`config.mk`:
```
export PLATFORM = sky130hd
export DESIGN_NAME = div16_seq_flat
export DESIGN_NICKNAME = d
export VERILOG_FILES = /design/src/rtl/div16_seq_pkg.sv /design/src/rtl/div16_seq_if.sv /design/src/rtl/div16_seq_sub_borrow.sv /design/src/rtl/div16_seq.sv /design/src/flat_wrapper.sv
export SDC_FILE = /design/constraint.sdc
export NUM_CORES = 1
export LEC_CHECK = 0
export CORE_ASPECT_RATIO = 1.25
export CORE_UTILIZATION = 40
export CTS_BUF_LIST = sky130_fd_sc_hd__clkbuf_4
export CTS_CLUSTER_DIAMETER = 40
export DETAILED_ROUTE_END_ITERATION = 10
export SYNTH_ARGS = -nofsm -noshare
export SYNTH_HDL_FRONTEND = slang
export SYNTH_SLANG_ARGS = --single-unit
```
`constraint.sdc`:
```
create_clock -name clk -period 3.4 [get_ports clk]
set_input_delay 0.85 -clock clk [delete_from_list [all_inputs] [get_ports clk]]
set_output_delay 0.85 -clock clk [all_outputs]
set_load 0.01 [all_outputs]
```
`src/rtl/div16_seq_pkg.sv`:
```
// Shared ALU definitions: datapath width, divider state encoding, word type.
package alu_pkg;

    localparam int unsigned ALU_WIDTH = 16;

    typedef enum logic [1:0] {
        DIV_IDLE,
        DIV_RUN,
        DIV_DONE
    } div_state_t;

    typedef logic [ALU_WIDTH-1:0] word_t;

endpackage

```
`src/rtl/div16_seq_if.sv`:
```
// Start/busy/done handshake between the execute stage and the sequential divider.
interface div16_seq_if import alu_pkg::*; #(
    parameter int unsigned WIDTH = ALU_WIDTH
);
    logic             start;
    logic [WIDTH-1:0] dividend;
    logic [WIDTH-1:0] divisor;
    logic             busy;
    logic             done;
    logic [WIDTH-1:0] quotient;
    logic [WIDTH-1:0] remainder;
    logic             div_by_zero;

    modport master (
        output start, dividend, divisor,
        input  busy, done, quotient, remainder, div_by_zero
    );

    modport slave (
        input  start, dividend, divisor,
        output busy, done, quotient, remainder, div_by_zero
    );
endinterface

```
`src/rtl/div16_seq_sub_borrow.sv`:
```
// Combinational a - b with borrow out; shared by the divider and the ALU SUB op.
module sub_borrow #(
    parameter int unsigned WIDTH = 16
) (
    output logic [WIDTH-1:0] diff,
    output logic             borrow,
    input  logic [WIDTH-1:0] a,
    input  logic [WIDTH-1:0] b
);

    assign {borrow, diff} = {1'b0, a} - {1'b0, b};

endmodule

```
`src/rtl/div16_seq.sv`:
```
// Multi-cycle unsigned restoring divider, one quotient bit per clock.
module div16_seq import alu_pkg::*; #(
    parameter int unsigned WIDTH = ALU_WIDTH
) (
    input  logic       clk,
    input  logic       rst_n,
    div16_seq_if.slave bus
);

    localparam int unsigned CNT_W = $clog2(WIDTH) + 1;

    div_state_t       state, state_nxt;
    logic [WIDTH-1:0] q_reg, q_nxt;
    logic [WIDTH-1:0] r_reg, r_nxt;
    logic [WIDTH-1:0] d_reg, d_nxt;
    logic [CNT_W-1:0] cnt, cnt_nxt;
    logic             busy_nxt, done_nxt, dbz_nxt;
    logic [WIDTH-1:0] quo_nxt, rem_nxt;

    logic [WIDTH-1:0] trial_low;
    logic [WIDTH-1:0] trial_diff;
    logic             low_borrow;
    logic             trial_borrow;

    // Shifted remainder is WIDTH+1 bits; its MSB is folded into the borrow below.
    assign trial_low = {r_reg[WIDTH-2:0], q_reg[WIDTH-1]};

    sub_borrow #(.WIDTH(WIDTH)) u_sub (
        .diff   (trial_diff),
        .borrow (low_borrow),
        .a      (trial_low),
        .b      (d_reg)
    );

    // A set MSB means the shifted remainder already exceeds any WIDTH-bit divisor.
    assign trial_borrow = ~r_reg[WIDTH-1] & low_borrow;

    // State and datapath registers
    always_ff @(posedge clk or negedge rst_n) begin
        if (!rst_n) begin
            state           <= DIV_IDLE;
            q_reg           <= '0;
            r_reg           <= '0;
            d_reg           <= '0;
            cnt             <= '0;
            bus.busy        <= 1'b0;
            bus.done        <= 1'b0;
            bus.quotient    <= '0;
            bus.remainder   <= '0;
            bus.div_by_zero <= 1'b0;
        end else begin
            state           <= state_nxt;
            q_reg           <= q_nxt;
            r_reg           <= r_nxt;
            d_reg           <= d_nxt;
            cnt             <= cnt_nxt;
            bus.busy        <= busy_nxt;
            bus.done        <= done_nxt;
            bus.quotient    <= quo_nxt;
            bus.remainder   <= rem_nxt;
            bus.div_by_zero <= dbz_nxt;
        end
    end

    // Next-state, iteration step and next output values
    always_comb begin
        state_nxt = state;
        q_nxt     = q_reg;
        r_nxt     = r_reg;
        d_nxt     = d_reg;
        cnt_nxt   = cnt;
        busy_nxt  = 1'b0;
        done_nxt  = 1'b0;
        quo_nxt   = bus.quotient;
        rem_nxt   = bus.remainder;
        dbz_nxt   = bus.div_by_zero;

        case (state)
            DIV_IDLE, DIV_DONE: begin
                if (bus.start) begin
                    q_nxt   = bus.dividend;
                    d_nxt   = bus.divisor;
                    r_nxt   = '0;
                    cnt_nxt = '0;
                    dbz_nxt = 1'b0;
                    if (bus.divisor == '0) begin
                        state_nxt = DIV_DONE;
                        done_nxt  = 1'b1;
                        quo_nxt   = '1;
                        rem_nxt   = bus.dividend;
                        dbz_nxt   = 1'b1;
                    end else begin
                        state_nxt = DIV_RUN;
                        busy_nxt  = 1'b1;
                    end
                end else begin
                    state_nxt = DIV_IDLE;
                end
            end

            DIV_RUN: begin
                busy_nxt = 1'b1;
                q_nxt    = {q_reg[WIDTH-2:0], ~trial_borrow};
                r_nxt    = trial_borrow ? trial_low : trial_diff;
                cnt_nxt  = cnt + CNT_W'(1);
                if (cnt == CNT_W'(WIDTH - 1)) begin
                    state_nxt = DIV_DONE;
                    busy_nxt  = 1'b0;
                    done_nxt  = 1'b1;
                    quo_nxt   = q_nxt;
                    rem_nxt   = r_nxt;
                end
            end

            default: state_nxt = DIV_IDLE;
        endcase
    end

endmodule

```
`src/flat_wrapper.sv`:
```
// flat-port wrapper written by rule: the top's interface ports become plain ports
module div16_seq_flat import alu_pkg::*;
#(
    parameter int unsigned WIDTH = ALU_WIDTH
)
  (clk, rst_n, bus_start, bus_dividend, bus_divisor, bus_busy, bus_done, bus_quotient, bus_remainder, bus_div_by_zero);
  div16_seq_if #(.WIDTH(WIDTH)) bus_i ();
  input  logic clk;
  input  logic rst_n;
  input wire logic [$bits(bus_i.start)-1:0] bus_start;
  input wire logic [$bits(bus_i.dividend)-1:0] bus_dividend;
  input wire logic [$bits(bus_i.divisor)-1:0] bus_divisor;
  output wire logic [$bits(bus_i.busy)-1:0] bus_busy;
  output wire logic [$bits(bus_i.done)-1:0] bus_done;
  output wire logic [$bits(bus_i.quotient)-1:0] bus_quotient;
  output wire logic [$bits(bus_i.remainder)-1:0] bus_remainder;
  output wire logic [$bits(bus_i.div_by_zero)-1:0] bus_div_by_zero;
  assign bus_i.start = bus_start;
  assign bus_i.dividend = bus_dividend;
  assign bus_i.divisor = bus_divisor;
  assign bus_busy = bus_i.busy;
  assign bus_done = bus_i.done;
  assign bus_quotient = bus_i.quotient;
  assign bus_remainder = bus_i.remainder;
  assign bus_div_by_zero = bus_i.div_by_zero;
  div16_seq #(.WIDTH(WIDTH)) u_core (.clk(clk), .rst_n(rst_n), .bus(bus_i));
endmodule
```
* Word-level counts from Yosys, hierarchy flattened *
Cells that the tools add are included.

storage, ports and cells
  logic and storage cells = 55
  register bits after elaboration = 90
  bits of input ports = 35

cells by class
  $add $sub $neg = 2
  mux-type cells = 27
  reductions and logical operators = 7
  eq/ne operators = 6
  bitwise operators = 3

operator list
  kind                 count
  $mux 16              9
  $pmux 16 s2          4
  $sub 16x16->17       1
  $logic_not 16->1     1
  $pmux 5 s2           1
  $mux 1               6
  $mux 2               3
  $add 5x1->5 const B  1
  $eq 5x4->1 const B   1
  $mux 5               1
  $ne 2x1->1 const B   2
  $pmux 1 s2           2
  $pmux 2 s2           1
  $reduce_and 2->1     2
  $reduce_and 4->1     1
  $eq 2x1->1 const B   1
  $eq 2x2->1 const B   1
  $logic_not 2->1      1
  $ne 2x2->1 const B   1
  $not 1->1            2
  $reduce_bool 2->1    1
  $reduce_or 2->1      1
  $and 1x1->1          1

* Longest topological paths before layout *
  depth after elaboration = 5
  mapped depth = 12
  depth with buffers taken out = 10

* Hierarchy *
Synthesis repeated with hierarchy kept, for this count alone.

unflattened totals
  cells, all modules = 517
  area, all modules = 4,724.5 sq um

modules (own cells, without submodules)
  module      times used  area an instance (sq um)  cells each
  div16_seq   1           3,807.4                   385
  sub_borrow  1           917.1                     132

* Worst setup path before layout *
Ideal clock, no wire load.

  path kind = reg2reg
  start = register u_core.q_reg[15]
  end = register u_core.r_reg[10]
  cell stages (with the launch flop) = 11
  clock period less this slack = 2.561 ns
  required time = 3.275 ns
  buffers on the path = 0
  data arrival time = 2.436 ns
  slack = 0.839 ns
  library setup time = 0.125 ns
  cell sequence = dfrtp_1 > inv_1 > ha_1 > inv_1 > fa_1 > a211oi_2 > o21ai_2 > o2111a_1 > or3_1 > a32o_1 > mux2_4

on the way
  word-level cells in the longest chain between the ends = 4

ends and longest elaborated chain
  item                    RTL line                    source
  start, declared         div16_seq.sv:13             logic [WIDTH-1:0] q_reg, q_nxt;
  start signal, assigned  div16_seq.sv:53             q_reg <= q_nxt;
  $sub 16x16->17 (*)      div16_seq_sub_borrow.sv:11  assign {borrow, diff} = {1'b0, a} - {1'b0, b};
  $and 1x1->1             div16_seq.sv:36             assign trial_borrow = ~r_reg[WIDTH-1] & low_borrow;
  $mux 16 (*)             div16_seq.sv:104            r_nxt = trial_borrow ? trial_low : trial_diff;
  $pmux 16 s2 (*)         div16_seq.sv:78             case (state)
  end signal, assigned    div16_seq.sv:54             r_reg <= r_nxt;
  end, declared           div16_seq.sv:14             logic [WIDTH-1:0] r_reg, r_nxt;

Mark *: on every way between the ends. The rest lies on a longest branch, timed or not.
A chain may end at the register's enable or synchronous reset.

* Worst setup path in the final report *
  start = register u_core.q_reg[15]
  end = register u_core.bus.remainder[3]

on the way
  word-level cells in the longest chain between the ends = 5

ends and longest elaborated chain
  item                  RTL line                    source
  $sub 16x16->17 (*)    div16_seq_sub_borrow.sv:11
  $and 1x1->1           div16_seq.sv:36
  $mux 16 (*)           div16_seq.sv:104
  $mux 16 (*)           div16_seq.sv:106            if (cnt == CNT_W'(WIDTH - 1)) begin
  $pmux 16 s2 (*)       div16_seq.sv:78
  end signal, assigned  div16_seq.sv:60             bus.remainder <= rem_nxt;
  end, declared         div16_seq_if.sv:21          output busy, done, quotient, remainder, div_by_zero

Mark *: on every way between the ends. The rest lies on a longest branch, timed or not. The select of a mux whose other input is x is not followed.

==> results.toml <==
[status]
result_of_the_run = "completed"

[routing]
vias_per_cell = 5.55
vias = 4066
drc = 0
drtAntennaViolNets = 0
totalWireLength_um = 12500
route.detailed.wl_per_inst_um = 17.1
detail_route.first_pass.iterations = 5
initialDrtViolationCount = 278

[sta]
max_slew_margin = 0.252
final.setup_skew_ns = 0.0195
maxClockFrequency_ghz = 0.343
setup_tns_after_final_layout_ns = 0
layout_min_cycle_time_ns = 2.92
rsz0062_at_grt = "no"
number_of_pins_with_negative_max_slew_slack_in_the_final_report = 0
finalSetupViolCount = 0
final.period_utilization = 0.859
final-hold-violation-count = 0
tightest_slew_ns = 1.12

[global_routing]
grt_use_total = 0.219
grt_first_pass_wirelength_um = 20400
pin_count_of_the_biggest_net_entering_global_routing = 49
antenna_found_initial = 0
grt-ovfl-total = 0
grt_pass1_vias = 3927

[setup_path]
slowest_delay_ns = 0.42
critical_path_fanouts_max = 9
setup.worst_path.class = "reg -> reg"
critPathRequiredTime_ns = 3.73
critPathLaunchType = "register"
cp_data_arrival_time_ns = 3.25
worst_path_max_delay_cell = "dfrtp_1"
cp-end-kind = "register"
critical_path.cell_chain = "inv_1 > ha_1 > inv_1 > fa_1 > a211oi_2 > o21ai_2 > o211ai_1 > a21oi_1 > buf_4 > a22oi_1 > a21oi_1"

[clock_tree]
ctsLongestPathBuffers = 2
setup_buffers_after_cts = 0
tritoncts = "yes"
h-tree-depth = 3
clk_pin_slew_ns = 0.15
total_clock_buffers_created_by_cts = 9
ctsResizeCount = 0
cts-root-buf = "clkbuf_4"
clock_insertion_delay_worst_skew_ns = 0.45
cts_sinks = 90
cts.hold.buffers_added = 0

[flow_run]
drv.max_cap_violation_count = 0

[floorplan]
area_enclosed_by_the_die_boundary_mm2 = 0.0121
num_io_pins = 70
area_of_the_placeable_core_mm2 = 0.0112
std_cell_rows = 43
horizontal_die_dimension_um = 98.6
fp.dieH_um = 123
initial_core_util = 0.415

[placed_design]
place_inst = 718
portBuffers = 69
dpl.hpwl_um = 9390
routabilityCongestion = 0.845

[logic_synthesis]
synth-edff-count = 0
synthesis.area_mm2 = 0.00466
netlist_top_cells_area = "dfrtp_1 48%, nand2_1 7.6%, a21oi_1 6.7%"
postSynthCellCount = 530
synth_area_leader_cell = "dfrtp_1"
syn_area_per_cell_um2 = 8.80
asyncSetResetFlopFracSynth = 1.00
post-synth-top-area-fraction = 0.483
ys_types = 49
postSynth.topFlopCell = "dfrtp_1"
synthesis.yosys.warnings = 0
synth_seq_cells = 90
sequential_fraction_of_the_synthesis_area = 0.483
postSynthNetCount = 584

[final_layout]
drive_above_1_share = 0.0635
nets = 648
flow.area_growth_from_synthesis_pct = 22.2
layout.cells.most_common_list = "94 x nand2_1, 90 x dfrtp_1, 68 x clkdlybuf4s50_1"
layout.filler_cells = 1080
stdcell_count = 733
final_common_cell = "nand2_1"
post_route_utilization = 0.507
number_of_antenna_repair_diodes = 0

[power]
leakage_nw = 2.58
vdd_ir_drop_max_mv = 0.418
pwr_density_cell_mw_per_mm2 = 1190

[hold_path]
hp-class = "in -> async"
## logic make-up (layout without fill, tap and decap cells)
group / Yosys count / count (layout) / share of synthesized area
multiplexers: 2 / 2 / 0.00536
AO/OA/AOI/OAI: 186 / 186 / 0.242
flip-flops: 90 / 90 / 0.483
AND/OR/NAND/NOR: 169 / 169 / 0.156
XOR/XNOR: 7 / 7 / 0.0131
buffers and inverters: 57 / 125 / 0.0483
adder cells (fa/ha/maj): 19 / 19 / 0.0526
## power breakdown
part	switching (mW)	internal, mW	total [mW]
registers	0.332	1.59	1.92
clock network	0.370	0.377	0.747
logic	2.39	1.72	4.10
total	3.09	3.68	6.77
## Yosys cell counts, types with 3 or more instances
cell type,instances
a211oi_1,5
a21o_1,6
a21oi_1,62
a22oi_1,23
a31oi_1,12
buf_1,3
buf_2,3
clkbuf_1,23
dfrtp_1,90
ha_1,18
inv_1,26
nand2_1,94
nand2b_1,5
nand3_1,6
nand3b_1,4
nor2_1,37
nor2b_1,5
nor3_1,4
nor4_1,5
o211ai_1,5
o21a_1,3
o21ai_0,50
o22ai_1,5
xnor2_1,4
xor2_1,3
## worst paths after layout
path                             startpoint                 endpoint  slack [ns]  cells past startpoint
min                                   rst_n  u_core.bus.remainder[1]        0.39                      1
max in group asynchronous             rst_n          u_core.r_reg[6]        2.22                      2
max reg2reg                u_core.q_reg[15]  u_core.bus.remainder[3]        0.48                     11
min reg2reg                   u_core.cnt[3]            u_core.cnt[3]        0.50                      1
min in group clk              u_core.cnt[3]            u_core.cnt[3]        0.50                      1
max                        u_core.q_reg[15]  u_core.bus.remainder[3]        0.48                     11
## layout make-up
type | instances | area (um^2) | share of cell area
Inverter | 26 | 97.6 | 0.0171
Multi-Input combinational cell | 383 | 2200 | 0.386
Clock buffer | 10 | 75.1 | 0.0132
Tap cell | 135 | 169 | 0.0296
Timing Repair Buffer | 84 | 801 | 0.141
Sequential cell | 90 | 2250 | 0.395
Clock inverter | 5 | 104 | 0.0182
## stage by stage
stage	instance area, um^2	hold slack (ns)	power [mW]	worst slack (ns)
global route	5700	0.419	7.33	0.357
floorplan	4660	0.439	4.72	0.839
CTS	5700	0.407	6.79	0.490
detailed placement	5520	0.474	6.02	0.257
finish	5700	0.391	6.77	0.481
global placement	5520	0.460	5.96	0.452
## worst max-delay path: cells and delay by family, from the launching register on
| kind | cells | cell delay, ns |
|---|---|---|
| AOI/OAI and AO/OA | 6 | 1.40 |
| DFF | 1 | 0.42 |
| buffers and inverters | 3 | 0.39 |
| adders and majority gates | 2 | 0.59 |
## metal layers
layer  track usage  part of all wire
met1         0.283              0.46
met5             0                 0
met4        0.0597            0.0082
met2         0.375              0.49
met3        0.0444             0.042
Power figures use the tool's default switching activity.
